==> src/rtl/mmio_gpo_pkg.sv <==
// Shared register indices, pulse-timer state encoding and read-back field positions
// for the MMIO general-purpose output slot.
package mmio_gpo_pkg;

    typedef enum logic [4:0] {
        REG_DATA  = 5'd0,
        REG_SET   = 5'd1,
        REG_CLR   = 5'd2,
        REG_TOG   = 5'd3,
        REG_PLEN  = 5'd4,
        REG_PULSE = 5'd5
    } reg_idx_e;

    typedef enum logic {
        ST_IDLE   = 1'b0,
        ST_ACTIVE = 1'b1
    } pulse_state_e;

    localparam int BUSY_BIT    = 0;
    localparam int MASK_RD_OFS = 8;

endpackage

==> src/rtl/gpo_pulse_timer.sv <==
// One-shot pulse generator: holds mask bits for plen cycles after a trigger, retrigger reloads.
// Latency: mask visible one cycle after trigger; no backpressure, every trigger is accepted.
module gpo_pulse_timer
    import mmio_gpo_pkg::*;
#(
    parameter int WIDTH = 32,
    parameter int CNT_W = 24
) (
    input  logic             i_clk,
    input  logic             i_reset,
    input  logic             i_trigger,
    input  logic [WIDTH-1:0] i_mask,
    input  logic [CNT_W-1:0] i_plen,
    output logic [WIDTH-1:0] o_pulse_mask,
    output logic             o_busy
);

    pulse_state_e     r_state;
    logic [CNT_W-1:0] r_cnt;
    logic [WIDTH-1:0] r_mask;

    // A trigger always wins over expiry, so a retrigger on the last cycle keeps old bits.
    always_ff @(posedge i_clk) begin
        if (i_reset) begin
            r_state <= ST_IDLE;
            r_cnt   <= '0;
            r_mask  <= '0;
        end else if (i_trigger) begin
            r_state <= ST_ACTIVE;
            r_cnt   <= i_plen;
            r_mask  <= r_mask | i_mask;
        end else begin
            case (r_state)
                ST_IDLE: begin
                    r_cnt  <= '0;
                    r_mask <= '0;
                end
                ST_ACTIVE: begin
                    if (r_cnt == CNT_W'(1)) begin
                        r_state <= ST_IDLE;
                        r_cnt   <= '0;
                        r_mask  <= '0;
                    end else begin
                        r_cnt <= r_cnt - CNT_W'(1);
                    end
                end
                default: begin
                    r_state <= ST_IDLE;
                    r_cnt   <= '0;
                    r_mask  <= '0;
                end
            endcase
        end
    end

    assign o_pulse_mask = r_mask;
    assign o_busy       = (r_state == ST_ACTIVE);

endmodule

==> src/rtl/mmio_gpo_pulse.sv <==
// MMIO GPO slot: DATA/SET/CLR/TOG output register, programmable one-shot pulses, read-back.
// Latency: writes reach o_gpo one cycle later; reads are combinational; no backpressure.
module mmio_gpo_pulse
    import mmio_gpo_pkg::*;
#(
    parameter int WIDTH = 32,
    parameter int CNT_W = 24
) (
    input  logic             i_clk,
    input  logic             i_reset,
    input  logic             i_cs,
    input  logic             i_write,
    input  logic             i_read,
    input  logic [4:0]       i_addr,
    input  logic [31:0]      i_write_data,
    output logic [31:0]      o_read_data,
    output logic [WIDTH-1:0] o_gpo
);

    // Number of pulse-mask bits that fit in the read word above the offset.
    localparam int MASK_RD_W = (WIDTH < 32 - MASK_RD_OFS) ? WIDTH : (32 - MASK_RD_OFS);

    logic [WIDTH-1:0] r_gpo;
    logic [CNT_W-1:0] r_plen;

    logic             w_wr;
    logic [WIDTH-1:0] w_wmask;
    logic             w_trigger;
    logic [WIDTH-1:0] w_pulse_mask;
    logic             w_busy;
    logic             w_unused;

    assign w_wr      = i_cs & i_write;
    assign w_wmask   = i_write_data[WIDTH-1:0];
    assign w_trigger = w_wr && (i_addr == REG_PULSE) && (r_plen != '0) && (w_wmask != '0);

    always_ff @(posedge i_clk) begin
        if (i_reset) begin
            r_gpo  <= '0;
            r_plen <= '0;
        end else if (w_wr) begin
            case (i_addr)
                REG_DATA: r_gpo  <= w_wmask;
                REG_SET:  r_gpo  <= r_gpo | w_wmask;
                REG_CLR:  r_gpo  <= r_gpo & ~w_wmask;
                REG_TOG:  r_gpo  <= r_gpo ^ w_wmask;
                REG_PLEN: r_plen <= i_write_data[CNT_W-1:0];
                default: ;
            endcase
        end
    end

    gpo_pulse_timer #(
        .WIDTH (WIDTH),
        .CNT_W (CNT_W)
    ) u_timer (
        .i_clk        (i_clk),
        .i_reset      (i_reset),
        .i_trigger    (w_trigger),
        .i_mask       (w_wmask),
        .i_plen       (r_plen),
        .o_pulse_mask (w_pulse_mask),
        .o_busy       (w_busy)
    );

    // Pulse bits override only upward; clearing r_gpo never cuts a running pulse short.
    assign o_gpo = r_gpo | w_pulse_mask;

    always_comb begin
        o_read_data = '0;
        case (i_addr)
            REG_DATA: o_read_data[WIDTH-1:0] = o_gpo;
            REG_PLEN: o_read_data[CNT_W-1:0] = r_plen;
            REG_PULSE: begin
                o_read_data[BUSY_BIT]                 = w_busy;
                o_read_data[MASK_RD_OFS +: MASK_RD_W] = w_pulse_mask[MASK_RD_W-1:0];
            end
            default: ;
        endcase
    end

    // Reads have no side effects; high write bits and high mask bits may be dropped.
    assign w_unused = &{1'b0, i_read, i_write_data, w_pulse_mask};

endmodule
==> config.mk <==
export PLATFORM = sky130hd
export DESIGN_NAME = mmio_gpo_pulse
export DESIGN_NICKNAME = d
export VERILOG_FILES = /design/src/rtl/mmio_gpo_pkg.sv /design/src/rtl/gpo_pulse_timer.sv /design/src/rtl/mmio_gpo_pulse.sv
export SDC_FILE = /design/constraint.sdc
export NUM_CORES = 1
export LEC_CHECK = 0
export CAP_MARGIN = 20
export CELL_PAD_IN_SITES_DETAIL_PLACEMENT = 1
export CELL_PAD_IN_SITES_GLOBAL_PLACEMENT = 1
export CORE_MARGIN = 2
export CORE_UTILIZATION = 41
export CTS_CLUSTER_DIAMETER = 50
export CTS_CLUSTER_SIZE = 14
export DETAILED_ROUTE_END_ITERATION = 6
export PLACE_DENSITY = 0.86
export SYNTH_ARGS = -nofsm -noshare
export SYNTH_HDL_FRONTEND = slang
export SYNTH_SLANG_ARGS = --single-unit
==> constraint.sdc <==
create_clock -name i_clk -period 7.9 [get_ports i_clk]
set_clock_uncertainty 0.2 [all_clocks]
set_input_delay 1.975 -clock i_clk [delete_from_list [all_inputs] [get_ports i_clk]]
set_output_delay 1.975 -clock i_clk [all_outputs]
set_load 0.02 [all_outputs]
# ---- Yosys cells after proc, flatten, opt, wreduce, memory -nomap -nowiden
# Index checks and enable logic that the tools add are counted.
dict set report totals {
  register_bits 113
  in_bits 42
  out_inout_bits 64
  word_cells 44
}
dict set report classes {
  add_sub_neg 1
  n_eq_ne 7
  n_mux 14
  bitwise 8
  reduce_logical 9
}
# op n
set op_table {}
lappend op_table {{$pmux 32 s4} 1}
lappend op_table {{$or 32x32->32} 3}
lappend op_table {{$mux 32} 2}
lappend op_table {{$pmux 32 s2} 1}
lappend op_table {{$mux 24} 2}
lappend op_table {{$pmux 16 s3} 1}
lappend op_table {{$pmux 24 s2} 1}
lappend op_table {{$and 32x32->32} 1}
lappend op_table {{$not 32->32} 1}
lappend op_table {{$reduce_bool 32->1} 1}
lappend op_table {{$xor 32x32->32} 1}
lappend op_table {{$eq 24x1->1 const B} 1}
lappend op_table {{$reduce_bool 24->1} 1}
lappend op_table {{$sub 24x1->24 const B} 1}
lappend op_table {{$pmux 8 s2} 1}
lappend op_table {{$pmux 7 s2} 1}
lappend op_table {{$eq 5x2->1 const B} 2}
lappend op_table {{$eq 5x3->1 const B} 2}
lappend op_table {{$eq 5x1->1 const B} 1}
lappend op_table {{$logic_not 5->1} 1}
lappend op_table {{$reduce_and 2->1} 2}
lappend op_table {{$reduce_bool 4->1} 1}
lappend op_table {{$logic_and 1x1->1} 3}
lappend op_table {{$mux 1} 3}
lappend op_table {{other kinds (4)} 4}

# ---- Logic depth before layout (Yosys ltp)
# Gate-level depths: netlist of the first run.
dict set report depth {
  word_depth 5
  depth_mapped 8
  ltp_nobuf 7
}

# ---- By module
# A second synthesis of the first run with hierarchy kept.
dict set report unflattened {
  cells_unflattened 955
  hier_area_um2 7449.6
}
# module n_inst cells_each area_each_um2
set by_module_without_submodules {}
lappend by_module_without_submodules {mmio_gpo_pulse 1 645 4903.5}
lappend by_module_without_submodules {gpo_pulse_timer 1 310 2546.2}

# ---- Least setup slack after synthesis of the first run
# No wires, ideal clock.
dict set report synth_path {
  path_type {input-to-output}
  startpoint {in i_addr[0]}
  endpoint {out o_read_data[24]}
  arrival_ps 3463
  setup_slack_ps 2262
  path_stages 4
  n_path_buf 1
  cell_sequence {clkbuf_1 -> nor4_2 -> nand2b_1 -> o21ai_0}
}
dict set report synth_between {
  elab_chain_len 2
  elab_cells_between_ends 3
}
# element line_no
set synth_lines {}
lappend synth_lines {{from (decl)} mmio_gpo_pulse.sv:14} ;# input logic [4:0] i_addr,
lappend synth_lines {{$eq 5x3->1 or $logic_not 5->1 (tied branches)} mmio_gpo_pulse.sv:71} ;# case (i_addr)
lappend synth_lines {{$pmux 8 s2 (*)} mmio_gpo_pulse.sv:71}
lappend synth_lines {{to (decl)} mmio_gpo_pulse.sv:16} ;# output logic [31:0] o_read_data,
# Mark *: on every way between the ends. The rest lies on a longest branch, timed or not.

# ---- Worst setup path after layout of the first run
dict set report layout_path {
  startpoint {in i_addr[1]}
  endpoint {out o_read_data[21]}
}
dict set report layout_between {
  elab_chain_len 2
  elab_cells_between_ends 4
}
# element line_no
set layout_lines {}
lappend layout_lines {{$eq 5x3->1 or $logic_not 5->1 (tied branches)} mmio_gpo_pulse.sv:71}
lappend layout_lines {{$pmux 16 s3 (*)} mmio_gpo_pulse.sv:71}
# Marked as above.

==> reports/qor.txt, run 1 <==
H-tree Lvls: 4
worst setup path class: in2out
DP Worst Slack: 1.24 ns
max-cap violations: 0
final core occ: 0.523
placed cell count: 1105
peak fanout along the critical path: 15
total power: 1.44 mW
Max Slew Vio Count: 0
maximum VDD drop: 163 uV
Placed Area: 8070 um^2
number of port buffers: 104
routed wire length: 24.8 mm
Seq pwr share: 0.404
Critical Path AT: 4.51 ns
sw frac: 0.247
switching power: 0.354 mW
antenna violations before repair: 0
Die Span Y: 133 um
count leader, synth: dfxtp_1
Finished Cell Area: 8610 um^2
Die W: 133 um
Synth area leaders: dfxtp_1, ha_1, inv_1
final setup vio count: 0
cell taking the most area after synthesis: dfxtp_1
RSZ-0062 raised after global routing: no
drt wl/cell: 21.8 um
reg-to-reg slack, setup: 4.66 ns
most frequent cells after synthesis: dfxtp_1, inv_1, nand2_1
CP startpoint kind: input port
Final #Nets: 1012
leakage power: 3.56 nW
vias in the first global route: 6918
total CTS buffers: 17
Netlist cell types: 42
ys async rst share: 0
Main synth FF type: dfxtp_1
Tcrit/Tclk final: 0.846
Synth Area per Inst: 8.34 um^2
die area: 17800 um^2
PwrDens: 167 nW/um^2
clk_lat worst skew: 0.43 ns
post-CTS sizing: 0
WHS Path Cells: 2
hold-fix buffers at CTS: 0
setup slack after layout: 1.22 ns
Hold Slack: 0.283 ns
first-pass GRT wire length: 38.5 mm
largest net degree at the start of global routing: 92
Worst Hold Class: reg2reg
post-CTS setup buffer count: 0
clock share of power: 0.502
Pre-antenna DRT Iters: 6
Starting Density: 0.416
Setup TNS Final: 0 ns
clk slew on worst S/H paths: 0.05 ns
Rows: 47
Tightest Pin Transition: 1.10 ns
clock sink count: 113
post-synthesis sequential area ratio: 0.330
Worst Setup End Kind: output pin
Mapped Area: 6860 um^2
Final Critical Period: 6.68 ns
post-route ant nets: 0
Overflow after GRT: 0
Fin. Hold Viols: 0
Comb pwr share: 0.095
filler instances: 1944
Vias: 6748
Post-synth EDFFs: 0
internal power: 1.08 mW
YS warnings: 0
gpl congestion: 0.860
vias per cell: 5.93
layout cells sized above 1: 0.0731
Mapped Nets: 930
Slew HR: 0.266
# IOs: 106
Initial DRC Count: 627
Antenna diodes: 0
core area: 16500 um^2
Root Buffer: clkbuf_16
CTS tree: yes
Post-DP HPWL: 16.9 mm
Peak Freq: 150 MHz
area delta synth->final: 25.6%
DRC viols: 0
overall routing resource usage: 0.280
Worst R2R Path Depth: 6
top cell type's share of synthesized area: 0.330
Final Non-Filler Cells: 1137
Clock Tree Buf Depth: 2
synthesized instance count: 822
flops & latches, synth: 113
Req. time, crit path: 5.73 ns
status: finished clean
-- metal layers --
metal	up-vias	track usage	wire length (um)
li1	3087	-	-
met1	3354	0.368	10800
met2	245	0.449	11700
met3	62	0.0514	1470
met4	0	0.128	903
met5	-	0	0
-- layout make-up --
class                           instances  area (um^2)  area share
Clock buffer                           26          489      0.0568
Clock inverter                          6         55.1     0.00639
Inverter                              108          405      0.0471
Multi-Input combinational cell        547         3990       0.464
Sequential cell                       113         2260       0.263
Tap cell                              220          275      0.0320
Timing Repair Buffer                  117         1130       0.132
-- critical path: stages --
cell and delay, ns:
clkdlybuf4s50_1 0.54, nand3b_1 0.27, nor3_4 0.59, buf_4 0.32
a22o_1 0.16, clkdlybuf4s50_1 0.65
-- logic make-up after synthesis --
group,after synthesis,share of synthesized area
XOR/XNOR,20,0.0256
multiplexers,49,0.0746
AND/OR/NAND/NOR,227,0.155
buffers and inverters,162,0.0925
adder cells (fa/ha/maj),66,0.120
flip-flops,113,0.330
AO/OA/AOI/OAI,185,0.202
-- power by group through the flow --
stage | Clock [mW] | Combinational (mW) | Sequential, mW
6_report | 0.720 | 0.136 | 0.579
2_1_floorplan | 0 | 0.0694 | 0.589
4_1_cts | 0.725 | 0.134 | 0.579
3_5_place_dp | 0 | 0.133 | 0.591
5_1_grt | 0.752 | 0.146 | 0.579
3_3_place_gp | 0 | 0.127 | 0.591
-- layout by cell type, fill, tap and decap left out, drive strengths merged, types with 2 or more instances in the layout --
cell type	n
clkdlybuf4s50	102
o32ai	32
dfxtp	113
mux2i	32
nor2	47
o21ai	10
a22o	41
o311a	7
a21oi	57
nor4	21
nand4	5
nand2	87
mux2	17
or3	3
buf	15
xnor2	7
nor3	41
inv	108
ha	66
nand2b	8
xor2	13
clkinv	5
nand3b	2
o221ai	32
clkbuf	26
or4	5
nand3	3
o31ai	2
-- registers in the layout, indices dropped and copies added (netlist names) --
signal,count
u_timer.o_pulse_mask,32
r_gpo,32
r_plen,24
u_timer.o_busy,1
u_timer.r_cnt,24
-- path summary, 6_finish.rpt --
check | start | endpoint
max reg2reg | u_timer.r_cnt[18] | u_timer.o_pulse_mask[10]
min | u_timer.o_pulse_mask[26] | u_timer.o_pulse_mask[26]
max | i_addr[1] | o_read_data[21]
min reg2reg | u_timer.o_pulse_mask[26] | u_timer.o_pulse_mask[26]
Note: power is estimated with default switching activity, not from simulation.
==> run 2, diff against run 1 <==
Settings changed: CORE_UTILIZATION 41 to 37, PLACE_DENSITY 0.86 to 0.82.
Clock period 7.9 ns to 6.1 ns, I/O delays scaled along.
==> reports/qor.txt, run 2 (synthesized netlist as in run 1, its figures left out) <==
clk_lat worst skew: 0.42 ns
die area: 19600 um^2
total CTS buffers: 17
FF/Latch Area: 2260 um^2
number of port buffers: 104
placed cell count: 1114
r2r endpoint: u_timer.o_pulse_mask[5]
Initial DRC Count: 368
Antenna diodes: 0
overall routing resource usage: 0.249
RSZ-0062 raised after global routing: no
switching power: 0.464 mW
Starting Density: 0.379
Peak Freq: 183 MHz
Root Buffer: clkbuf_16
Clock Tree Buf Depth: 2
area delta synth->final: 26.1%
post-CTS setup buffer count: 0
peak fanout along the critical path: 27
clock sink count: 113
largest net degree at the start of global routing: 91
layout cells sized above 1: 0.0752
PwrDens: 218 nW/um^2
Finished Cell Area: 8650 um^2
CP startpoint: i_addr[1]
CP startpoint kind: input port
Worst R2R Path Depth: 6
Placed Area: 8080 um^2
Final Critical Period: 5.47 ns
Tightest Pin Transition: 1.06 ns
vias in the first global route: 7065
worst setup path class: in2out
status: finished, violations left
drt wl/cell: 21.3 um
Overflow after GRT: 0
Critical Path AT: 3.74 ns
Rows: 49
area of the multi-input gates: 3980 um^2
Comb pwr share: 0.093
post-route ant nets: 0
most common cell after layout, fill and taps aside: dfxtp_1
Final #Nets: 1012
maximum VDD drop: 210 uV
Die Span Y: 140 um
setup slack after layout: 0.630 ns
filler instances: 2093
Max Slew Vio Count: 0
DRC viols: 8
first-pass GRT wire length: 38.6 mm
routed wire length: 24.4 mm
crit path capture: o_read_data[13]
DP Worst Slack: 0.657 ns
internal power: 1.42 mW
Fin. Hold Viols: 0
Vias: 6635
total power: 1.88 mW
Tcrit/Tclk final: 0.897
reg2reg start: u_timer.r_cnt[7]
reg-to-reg slack, setup: 2.84 ns
max-cap violations: 0
Post-DP HPWL: 16.3 mm
vias per cell: 5.79
post-CTS sizing: 0
antenna violations before repair: 0
hold-fix buffers at CTS: 0
Req. time, crit path: 4.38 ns
Worst Hold Class: reg2reg
sw frac: 0.247
Pre-antenna DRT Iters: 7
clk slew on worst S/H paths: 0.05 ns
Die W: 140 um
final setup vio count: 0
H-tree Lvls: 4
leakage power: 3.57 nW
Setup TNS Final: 0 ns
# IOs: 106
Slew HR: 0.296
Seq pwr share: 0.398
CTS tree: yes
core area: 18100 um^2
Worst Setup End Kind: output pin
clock share of power: 0.508
gpl congestion: 0.811
most frequent cells in the layout: dfxtp_1, inv_1, clkdlybuf4s50_1
failing checks: DRC
Final Non-Filler Cells: 1146
[run 2: cell types whose count changed in the layout (fill, tap and decap cells not counted)]
cell        delta
clkinvlp_4     +1
clkinv_2       -3
bufinv_16      -1
clkbuf_8       +5
buf_6          -1
o21ai_4        -1
buf_12         +1
o21ai_2        +1
clkbuf_1       -2
[run 2: worst min path at each step]
| stage | startpoint | endpoint | slack, ns | cells after the start |
|---|---|---|---|---|
| floorplan | u_timer.o_pulse_mask[24] | u_timer.o_pulse_mask[24] | 0.25 | 2 |
| global placement | u_timer.o_pulse_mask[31] | u_timer.o_pulse_mask[31] | 0.26 | 2 |
| detailed placement | u_timer.o_pulse_mask[28] | u_timer.o_pulse_mask[28] | 0.27 | 2 |
| CTS | u_timer.o_pulse_mask[28] | u_timer.o_pulse_mask[28] | 0.28 | 2 |
| global route | u_timer.o_pulse_mask[28] | u_timer.o_pulse_mask[28] | 0.30 | 2 |
| finish | u_timer.o_pulse_mask[28] | u_timer.o_pulse_mask[28] | 0.28 | 2 |
[run 2: critical path, stage by stage]
cell             delay [ns]
clkdlybuf4s50_1        0.54
nand3b_1               0.26
nor3_4                 0.12
buf_4                  0.38
a22o_1                 0.27
clkdlybuf4s50_1        0.63
[run 2: through the flow]
stage	utilization	hold slack, ns
final	0.478	0.278
after global routing	0.478	0.295
after CTS	0.478	0.278
after detailed placement	0.447	0.270
after global placement	0.447	0.260
after floorplan	-	0.253
[run 2: routing by layer]
metal | wire, um | vias up | global-route usage
met4 | 598 | 0 | 0.0872
met5 | 0 | - | 0
met1 | 10800 | 3328 | 0.316
met3 | 1200 | 44 | 0.0485
li1 | - | 3085 | -
met2 | 11800 | 178 | 0.422
[run 2: cell type report]
class,instances,share of cell area
Clock buffer,29,0.0637
Clock inverter,3,0.00203
Inverter,108,0.0469
Multi-Input combinational cell,547,0.461
Sequential cell,113,0.262
Tap cell,229,0.0331
Timing Repair Buffer,117,0.132
[run 2: power groups by stage]
| stage | sequential (mW) | combinational, mW | clock [mW] |
|---|---|---|---|
| floorplan | 0.763 | 0.0899 | 0 |
| detailed placement | 0.765 | 0.172 | 0 |
| global placement | 0.765 | 0.165 | 0 |
| global route | 0.750 | 0.189 | 1.00 |
| finish | 0.750 | 0.175 | 0.956 |
| CTS | 0.749 | 0.175 | 0.963 |
